===== src/rtl/pkg_en.sv =====
// Shared token types and backpressure state
// for the mark_buff watermark buffer.
package pkg_en;

  typedef struct packed {
    logic       v;
    logic [7:0] d;
  } FTk_t;

  typedef struct packed {
    logic n;
    logic t;
    logic v;
    logic c;
  } BTk_t;

  typedef enum logic {
    FLOW  = 1'b0,
    STALL = 1'b1
  } bp_state_e;

endpackage


===== src/rtl/mark_buff_ring_store.sv =====
// Circular token store: FIFO-ordered
// storage with occupancy count.
module ring_store
  import pkg_en::*;
#(
  parameter int  DEPTH = 8,
  parameter type T     = FTk_t
) (
  input  logic                   clk_i,
  input  logic                   rst_i,
  input  logic                   flush_i,
  input  logic                   we_i,
  input  logic                   re_i,
  input  T                       wdata_i,
  output T                       head_o,
  output logic                   empty_o,
  output logic                   full_o,
  output logic [$clog2(DEPTH):0] num_o
);

  localparam int AW = $clog2(DEPTH);

  T               mem_q [DEPTH];
  logic [AW-1:0]  wp_q, wp_d;
  logic [AW-1:0]  rp_q, rp_d;
  logic [AW:0]    num_q, num_d;

  // Pointers wrap naturally: DEPTH is a power of two.
  always_comb begin
    wp_d  = wp_q + AW'(we_i);
    rp_d  = rp_q + AW'(re_i);
    num_d = num_q + (AW+1)'(we_i)
                  - (AW+1)'(re_i);
  end

  // Pointer and count registers.
  always_ff @(posedge clk_i) begin
    if (rst_i || flush_i) begin
      wp_q  <= '0;
      rp_q  <= '0;
      num_q <= '0;
    end else begin
      wp_q  <= wp_d;
      rp_q  <= rp_d;
      num_q <= num_d;
    end
  end

  // Storage array; contents need no reset.
  always_ff @(posedge clk_i) begin
    if (we_i) mem_q[wp_q] <= wdata_i;
  end

  assign head_o  = mem_q[rp_q];
  assign empty_o = (num_q == '0);
  assign full_o  = (num_q == (AW+1)'(DEPTH));
  assign num_o   = num_q;

endmodule


===== src/rtl/mark_buff.sv =====
// Watermark buffer with optional bypass,
// hysteretic backpressure and sticky overflow.
module mark_buff
  import pkg_en::*;
#(
  parameter int  DEPTH_BUFF = 8,
  parameter int  HIGH_MARK  = 5,
  parameter int  LOW_MARK   = 2,
  parameter int  BYPASS     = 1,
  parameter type TYPE_FWRD  = FTk_t
) (
  input  logic                        clock,
  input  logic                        reset,
  input  TYPE_FWRD                    I_FTk,
  output BTk_t                        O_BTk,
  output TYPE_FWRD                    O_FTk,
  input  BTk_t                        I_BTk,
  input  logic                        I_Flush,
  output logic                        O_Empty,
  output logic                        O_Full,
  output logic [$clog2(DEPTH_BUFF):0] O_Num,
  output logic                        O_Ovf
);

  localparam int NW = $clog2(DEPTH_BUFF) + 1;
  localparam logic [NW-1:0] HI = NW'(HIGH_MARK);
  localparam logic [NW-1:0] LO = NW'(LOW_MARK);

  if (DEPTH_BUFF < 4 ||
      (DEPTH_BUFF & (DEPTH_BUFF - 1)) != 0) begin : g_bad_depth
    $fatal(1, "DEPTH_BUFF must be pow2 >= 4");
  end
  if (LOW_MARK >= HIGH_MARK ||
      HIGH_MARK > DEPTH_BUFF - 3) begin : g_bad_marks
    $fatal(1, "need LOW < HIGH <= DEPTH-3");
  end

  logic      re, byp, we;
  TYPE_FWRD  head;
  bp_state_e state_q, state_d;
  logic      ovf_q, ovf_d;

  ring_store #(
    .DEPTH (DEPTH_BUFF),
    .T     (TYPE_FWRD)
  ) u_store (
    .clk_i   (clock),
    .rst_i   (reset),
    .flush_i (I_Flush),
    .we_i    (we),
    .re_i    (re),
    .wdata_i (I_FTk),
    .head_o  (head),
    .empty_o (O_Empty),
    .full_o  (O_Full),
    .num_o   (O_Num)
  );

  // Read, bypass and write qualifiers; output mux.
  always_comb begin
    re  = ~O_Empty & ~I_BTk.n & ~I_Flush;
    byp = (BYPASS != 0) & O_Empty & I_FTk.v
        & ~I_BTk.n & ~I_Flush;
    we  = I_FTk.v & ~byp & ~I_Flush
        & (~O_Full | re);
    O_FTk = '0;
    if (re)       O_FTk = head;
    else if (byp) O_FTk = I_FTk;
  end

  // Backpressure next state and overflow capture.
  always_comb begin
    state_d = state_q;
    ovf_d   = ovf_q | (I_FTk.v & O_Full & ~re);
    unique case (state_q)
      FLOW:  if (O_Num >= HI) state_d = STALL;
      STALL: if (O_Num <= LO) state_d = FLOW;
      default: state_d = FLOW;
    endcase
    if (I_Flush) begin
      state_d = FLOW;
      ovf_d   = 1'b0;
    end
  end

  // State and sticky-overflow registers.
  always_ff @(posedge clock) begin
    if (reset) begin
      state_q <= FLOW;
      ovf_q   <= 1'b0;
    end else begin
      state_q <= state_d;
      ovf_q   <= ovf_d;
    end
  end

  // Back token: stall from FSM, rest passes through.
  always_comb begin
    O_BTk   = I_BTk;
    O_BTk.n = (state_q == STALL);
  end

  assign O_Ovf = ovf_q;

endmodule


===== config.mk =====
export PLATFORM = sky130hd
export DESIGN_NAME = mark_buff
export DESIGN_NICKNAME = d
export VERILOG_FILES = /design/src/rtl/pkg_en.sv /design/src/rtl/mark_buff_ring_store.sv /design/src/rtl/mark_buff.sv
export SDC_FILE = /design/constraint.sdc
export NUM_CORES = 1
export LEC_CHECK = 0
export CAP_MARGIN = 30
export CORE_ASPECT_RATIO = 0.5
export CORE_UTILIZATION = 60
export CTS_CLUSTER_SIZE = 30
export DETAILED_ROUTE_END_ITERATION = 6
export PLACE_DENSITY = 0.83
export SYNTH_ARGS = -nofsm -noshare
export SYNTH_HDL_FRONTEND = slang
export SYNTH_SLANG_ARGS = --single-unit

===== constraint.sdc =====
create_clock -name clock -period 8.9 [get_ports clock]
set_input_delay 2.67 -clock clock [delete_from_list [all_inputs] [get_ports clock]]
set_output_delay 2.67 -clock clock [all_outputs]
set_load 0.03 [all_outputs]

Word-level counts from Yosys, hierarchy flattened
Memories as Yosys holds them, arrays and structs flattened. A register that Yosys moved wholly into a read port is not among the register bits.
Cells that the tools add are included.
- bits in registers: 12
- bits in writable memories: 72
- input port bits: 16
- output and inout port bits: 20
- memories kept: 1
- memories (name ; depth ; bits a word ; read ports ; clocked after Yosys merged registers in ; wr ports ; RTL line ; text):
    u_store.mem_q ; 8 ; 9 ; 1 ; 1 ; 1 ; mark_buff_ring_store.sv:23 ; T mem_q [DEPTH];
- add/subtract/negate cells: 4
- order comparisons: 2
- equal/unequal tests: 1
- muxes and demuxes: 8
- bitwise operators: 19
- reduce and logical (&&, ||, !) cells: 3
- operators with widths (cell ; number):
    $mux 9 ; 2
    $and 1x1->1 ; 10
    $not 1->1 ; 7
    $add 3x1->3 ; 2
    $add 4x1->4 ; 1
    $eq 4x4->1 const B ; 1
    $ge 4x3->1 const B ; 1
    $le 4x2->1 const B ; 1
    $logic_not 4->1 ; 1
    $mux 1 ; 4
    $sub 4x1->4 ; 1
    $mux 3 ; 1
    $or 1x1->1 ; 2
    $pmux 1 s2 ; 1
    $reduce_or 2->1 ; 1
    $logic_or 1x1->1 ; 1

Longest topological paths before layout
Gate-level depths: netlist of run 1.
- word-level depth: 10
- depth in mapped cells: 10

By module
Synthesis of run 1 repeated with hierarchy kept, for this count alone.
- cells, all modules: 192
- area total of the unflattened synthesis: 3583.4 sq um
- by module, submodules not included (module ; instances ; cells an instance ; area an instance (sq um)):
    ring_store ; 1 ; 164 ; 3335.7
    mark_buff ; 1 ; 28 ; 247.7

Worst setup path before layout of run 1
Ideal clock, no wire load.
- kind: input port to output port
- from: in I_BTk[3] (netlist bit)
- to: out O_FTk[8] (netlist bit)
- arrival: 3.925 ns
- required time: 6.230 ns
- setup slack: 2.305 ns
- stages on the path: 6
- path buffers: 2
- cells stage by stage: buf_4 -> nor4b_1 -> nor2b_1 -> clkbuf_1 -> a21oi_1 -> nand2_1
- RTL lines (element ; RTL line ; text):
    start, declared ; mark_buff.sv:17 ; input BTk_t I_BTk,
    end, declared ; mark_buff.sv:16 ; output TYPE_FWRD O_FTk,

==> metrics.txt, run 1 <==
run status=finished, violations left; failing checks=DRC; area leader, netlist=edfxtp_1; switching share of power=20.0%; antenna violations before repair=0; Clk pwr share=43.5%; Place WS=1.30 ns; Post-Syn Instances=212; root buf cell=clkbuf_16; routability cong.=0.766; Critical R2R Launch=u_store.num_o[2]; Yosys warning count=0; critical path required time=6.23 ns; core area=5610 µm²; Ant. Diodes=0; DIE WIDTH=111 µm; post-synthesis async set-or-reset flop share=0%; syn nets=240; Post-CTS Hold Buffers=0; Resize count post-CTS=0; Final ANT Viol Nets=0; Worst Setup End Kind=output pin; DR iter-0 viols=163; count leader, synth=edfxtp_1; fin crit period=7.63 ns; Final Skew=0.00453 ns; Setup TNS=0 ns; CP startpoint=I_BTk[3]; Slew Viols, Final=0; Worst slew margin=34.1%; Sw Pwr=0.000165 W; number of I/O pins=36; Fin. Hold Viols=0; Cell Rows=19; met1 Usage GRT=30.0%; Starting Density=63.7%; Synth top area share=60.5%; maximum vdd drop=0.106 mV; post-route cell area=4200 µm²; hpwl dp=4.13 mm; commonest cells in the netlist=edfxtp_1 (72), nand2_1 (21), mux4_2 (18), dfxtp_1 (12), ha_1 (11); share of cells above drive strength 1=20.2%; Layout area overhead=17.7%; vias post-DR=1904; RSZ-0062 raised after global routing=false; sequential-to-total area share from yosys stat=67.3%; Tightest Pin Transition=0.983 ns; syn_area_per_cell=16.8 µm²; Int Pwr=0.000660 W; worst-skew pair later-pin latency=0.33 ns; CP max FO=9; CTS tree=built; first-pass GRT wire length=10.3 mm; die height=56.6 µm; setup violators final=0; Tcrit/Tclk final=85.8%; area of the multi-input gates=1080 µm²; CTS Buffer Depth=2; dpl cell area=3910 µm²; Initial DRT Pass Iterations=6; vias per inst=5.93; max cap viols=0; Residual DRC=6; PwrDens=196 nW/µm²; htree depth=3; Worst-path clk slew=0.06 ns; Post-synth EDFFs=72; Worst Hold Launch=state_q; WL/cell=20.5 µm; GRT busiest layer=met2; nets=271; number of register bits inferred by synthesis=84; GRT Resource Usage Total=23.5%; final setup margin=1.27 ns; crit start category=input pin; flip-flop and latch area=2400 µm²; Fill cells=334; largest net degree at the start of global routing=20; CTS Buf Count=9; CP arrival=4.96 ns; post-CTS setup buffer count=0; largest cells by area after synthesis=edfxtp_1 (61%), mux4_2 (11%), dfxtp_1 (6.7%), ha_1 (3.9%), nand2_1 (2.2%); DRT Wirelength=6.57 mm; f_max=131 MHz; worst min path class=flop to flop; Comb pwr share=4.3%; Unique masters post-synth=38; die footprint=6280 µm²; Top FF cell, synth=edfxtp_1; count of clock tree sinks=84; GRT overflow=0; Pleak=1.40 nW; vias in the first global route=1947; synthesized cell area=3570 µm²; M2 GR Usage=38.5%; Seq pwr share=52.2%; Port Buffer Count=29; crit path kind=input pin to output pin; met3 usage=9.29%
## worst paths after layout
path                         endpoint  slack (ns)  cells after the start
setup / recovery             O_FTk[3]        1.27                      7
hold / removal                state_q        0.48                      1
setup reg to reg  u_store.mem_q[2][3]        6.08                      6
hold reg to reg               state_q        0.48                      1
## metrics by stage
step           hold slack [ns]  utilization (%)  total power [W]  cells
4_1_cts                  0.479             74.9         0.000833    321
5_1_grt                  0.502             74.9         0.000850    321
6_report                 0.477             74.9         0.000825    321
2_1_floorplan            0.423                -         0.000459    212
3_5_place_dp             0.460             69.7         0.000474    305
3_3_place_gp             0.441             69.7         0.000472    305
## logic make-up after synthesis
logic type | share of synthesized area, %
flip-flops | 67.3
adder cells (fa/ha/maj) | 4.41
AO/OA/AOI/OAI | 3.40
buffers and inverters | 2.91
multiplexers | 11.9
XOR/XNOR | 1.23
AND/OR/NAND/NOR | 8.86
## power by group through the flow
| stage | clock, W | sequential [W] | combinational [W] |
|---|---|---|---|
| after floorplan | 0 | 0.000439 | 0.0000201 |
| after global placement | 0 | 0.000439 | 0.0000338 |
| after detailed placement | 0 | 0.000439 | 0.0000352 |
| after CTS | 0.000367 | 0.000430 | 0.0000358 |
| after global routing | 0.000382 | 0.000430 | 0.0000384 |
| final | 0.000359 | 0.000430 | 0.0000356 |
## area by class of cell
class	count	area share, %
Clock buffer	9	5.36
Clock inverter	7	1.58
Inverter	6	0.536
Multi-Input combinational cell	109	25.6
Sequential cell	84	57.1
Tap cell	73	2.17
Timing Repair Buffer	33	7.62
## registers in the layout, summed over array words and instances, names as in the netlist
name,cells
u_store.wp_q,3
u_store.mem_q,72
u_store.rp_q,3
state_q,1
O_Ovf,1
u_store.num_o,4
## critical path, stage by stage
cell,delay (ns)
clkdlybuf4s50_1,0.55
nor4b_1,0.48
nor2b_1,0.20
buf_4,0.20
nand2_1,0.08
nand2_1,0.08
clkdlybuf4s50_1,0.69
## per-layer routing
layer | share of wire (%) | wire length, µm
met1 | 40 | 2630
met5 | 0 | 0
met3 | 9.6 | 632
met4 | 0.67 | 44
met2 | 50 | 3260
## cell usage in the layout, fill, tap and decap left out, drive strengths merged
cell type / n
ha: 11
a21oi: 3
or2: 1
a21o: 1
a31oi: 1
fa: 1
mux2i: 1
nor2: 10
mux2: 1
a211oi: 1
or3: 1
a22oi: 8
nand2: 22
clkdlybuf4s50: 29
buf: 4
clkinv: 4
o21ai: 2
inv: 7
a311oi: 1
nor4: 2
nand2b: 2
mux4: 18
nor4b: 2
xnor2: 3
and2: 6
nor3: 3
xor2: 2
clkinvlp: 1
bufinv: 1
dfxtp: 12
nor2b: 1
clkbuf: 9
nor3b: 5
edfxtp: 72
(Power assumes the default switching activity.)
==> inputs of run 2 (changes only) <==
--- a/config.mk
+++ b/config.mk
@@ -10,7 +10,7 @@
 export CORE_UTILIZATION = 60
 export CTS_CLUSTER_SIZE = 30
 export DETAILED_ROUTE_END_ITERATION = 6
-export PLACE_DENSITY = 0.83
+export PLACE_DENSITY = 0.82
 export SYNTH_ARGS = -nofsm -noshare
 export SYNTH_HDL_FRONTEND = slang
 export SYNTH_SLANG_ARGS = --single-unit
==> metrics.txt, run 2 (synthesis results as in run 1) <==
Port Buffer Count=29 (unchanged); GRT overflow=0 (unchanged); hold path depth=1 (unchanged); number of I/O pins=36 (unchanged); DR top layer=met4; dpl cell area=3910 µm² (unchanged); crit start category=input pin; largest net degree at the start of global routing=20 (unchanged); Sw Pwr=0.000179 W (+8.8%); Seq pwr share=50.9% (-1.3 points); crit path kind=input pin to output pin; run status=finished, violations left; Fin. Hold Viols=0 (unchanged); Tightest Pin Transition=0.983 ns (+0.000486 ns); CTS tree=built; htree depth=3 (unchanged); Initial DRT Pass Iterations=6 (unchanged); max incr delay on CP=0.67 ns (-0.02 ns); Ant. Diodes=0 (unchanged); Top delay family on crit path=buffers and inverters; most flop-heavy register=u_store.mem_q; Worst-path clk slew=0.06 ns (about the same); Cell Rows=19 (unchanged); post-route cell area=4220 µm² (+0.48%); critical path, cell by cell=clkdlybuf4s50_1 > nor4b_1 > nor2b_1 > buf_4 > nand2_1 > nand2_1 > clkdlybuf4s50_1; Slew Viols, Final=0 (unchanged); max cap viols=0 (unchanged); Clk pwr share=44.9% (+1.4 points); worst-skew pair later-pin latency=0.34 ns (about the same); Non-Filler Instances=321 (unchanged); fin crit period=7.67 ns (+0.0350 ns); root buf cell=clkbuf_16; WL/cell=21.8 µm (+6.8%); Comb pwr share=4.2% (about the same); Resize count post-CTS=0 (unchanged); share of cells above drive strength 1=21.4% (+1.2 points); Layout area overhead=18.2%; Worst slew margin=34.2% (+0.083 points); metal3 WL=650 µm (+2.8%); hpwl dp=4.15 mm (+0.30%); CTS Buffer Depth=2 (unchanged); vias per inst=6.01 (+1.3%); first-pass GRT wire length=11.0 mm (+6.4%); DIE WIDTH=111 µm (unchanged); Final ANT Viol Nets=0 (unchanged); max reg flops=72 (unchanged); CP Depth=7 (unchanged); PwrDens=200 nW/µm² (+2.0%); vias in the first global route=1987 (+2.1%); Starting Density=63.7% (unchanged); leading cell type in the layout, fill and taps excluded=edfxtp_1; failing checks=DRC; Int Pwr=0.000666 W (+0.97%); Post-Route M1 WL=2.86 mm (+8.9%); vias post-DR=1929 (+1.3%); switching share of power=21.2% (+1.2 points); met2 wire len=3.44 mm (+5.3%); worst min path class=flop to flop; routability cong.=0.796 (+4.0%); Residual DRC=8 (+2); Tcrit/Tclk final=86.2% (+0.39 points); nets=271 (unchanged); die footprint=6280 µm² (unchanged); setup violators final=0 (unchanged); Worst Path Buf+Inv=3 (unchanged); Setup TNS=0 ns (unchanged); Post-CTS Hold Buffers=0 (unchanged); die height=56.6 µm (unchanged); antenna violations before repair=0 (unchanged); CTS Buf Count=9 (unchanged); core area=5610 µm² (unchanged); Final Skew=0.0111 ns (+0.00659 ns); DRT Wirelength=7.01 mm (+6.8%); placed cells=305 (unchanged); Worst Setup End Kind=output pin; RSZ-0062 raised after global routing=false; post-CTS setup buffer count=0 (unchanged); commonest non-fill, non-tap cells in the layout=edfxtp_1 (72), clkdlybuf4s50_1 (29), nand2_1 (21), mux4_2 (18), dfxtp_1 (12); DR iter-0 viols=141 (-13%); count of clock tree sinks=84 (unchanged); CP max FO=9 (unchanged); Slowest-stage cell, CP=clkdlybuf4s50_1; critical path required time=6.23 ns (about the same); maximum vdd drop=0.114 mV (+7.3%); Place WS=1.27 ns (-0.0264 ns); GRT Resource Usage Total=25.4% (+1.9 points); R2R depth=6 (unchanged); Pleak=1.41 nW (+1.0%); CP arrival=5.00 ns (+0.04 ns); f_max=130 MHz (-0.46%); final setup margin=1.23 ns (-0.0350 ns)
run 2: cell types whose count changed in the layout (fill, tap and decap cells not counted), sizes merged:
cell / change
clkinvlp: -1
inv: +1
run 2: final cells by class:
type,instances,area [µm²]
Clock buffer,9,225
Fill cell,347,1390
Multi-Input combinational cell,109,1080
Sequential cell,84,2400
Timing Repair Buffer,33,320
Tap cell,73,91.3
Inverter,6,22.5
Clock inverter,7,86.3
run 2: through the flow:
stage	total power (W)	utilization (%)	hold WS [ns]
2_1_floorplan	0.000459	-	0.423
3_3_place_gp	0.000473	69.7	0.442
3_5_place_dp	0.000474	69.7	0.451
4_1_cts	0.000851	75.3	0.472
5_1_grt	0.000870	75.3	0.488
6_report	0.000845	75.3	0.467
run 2: power groups by stage:
| stage | Combinational, W | Clock [W] | Sequential, W |
|---|---|---|---|
| 2_1_floorplan | 0.0000201 | 0 | 0.000439 |
| 4_1_cts | 0.0000356 | 0.000385 | 0.000430 |
| 3_3_place_gp | 0.0000340 | 0 | 0.000439 |
| 6_report | 0.0000355 | 0.000380 | 0.000430 |
| 5_1_grt | 0.0000383 | 0.000402 | 0.000430 |
| 3_5_place_dp | 0.0000353 | 0 | 0.000439 |
run 2: layer usage:
metal  vias up  global-route usage [%]
met5         -                       0
met4         0                    8.88
met3         4                    8.21
met2        90                    41.2
met1       960                    32.9
li1        875                       -
run 2: worst paths after layout:
kind	start	end	slack [ns]
min reg2reg	state_q	state_q	0.47
min	state_q	state_q	0.47
max reg2reg	u_store.num_o[2]	u_store.mem_q[2][7]	6.08
max	I_BTk[3]	O_FTk[4]	1.23
run 2: worst reg2reg max path, cell delays in order, from the launching register on:
cell      delay [ns]
dfxtp_1         0.36
inv_1           0.10
ha_1            0.26
or3_4           0.35
a311oi_2        0.41
nand2b_2        0.16
nor3b_2         0.80
==> inputs of run 3 (changes only) <==
--- a/config.mk
+++ b/config.mk
@@ -5,7 +5,7 @@
 export SDC_FILE = /design/constraint.sdc
 export NUM_CORES = 1
 export LEC_CHECK = 0
-export CAP_MARGIN = 30
+export CAP_MARGIN = 0
 export CORE_ASPECT_RATIO = 0.5
 export CORE_UTILIZATION = 60
 export CTS_CLUSTER_SIZE = 30
==> results of run 3 <==
Same layout as run 2: the final DEF is identical, and so are final timing and power.
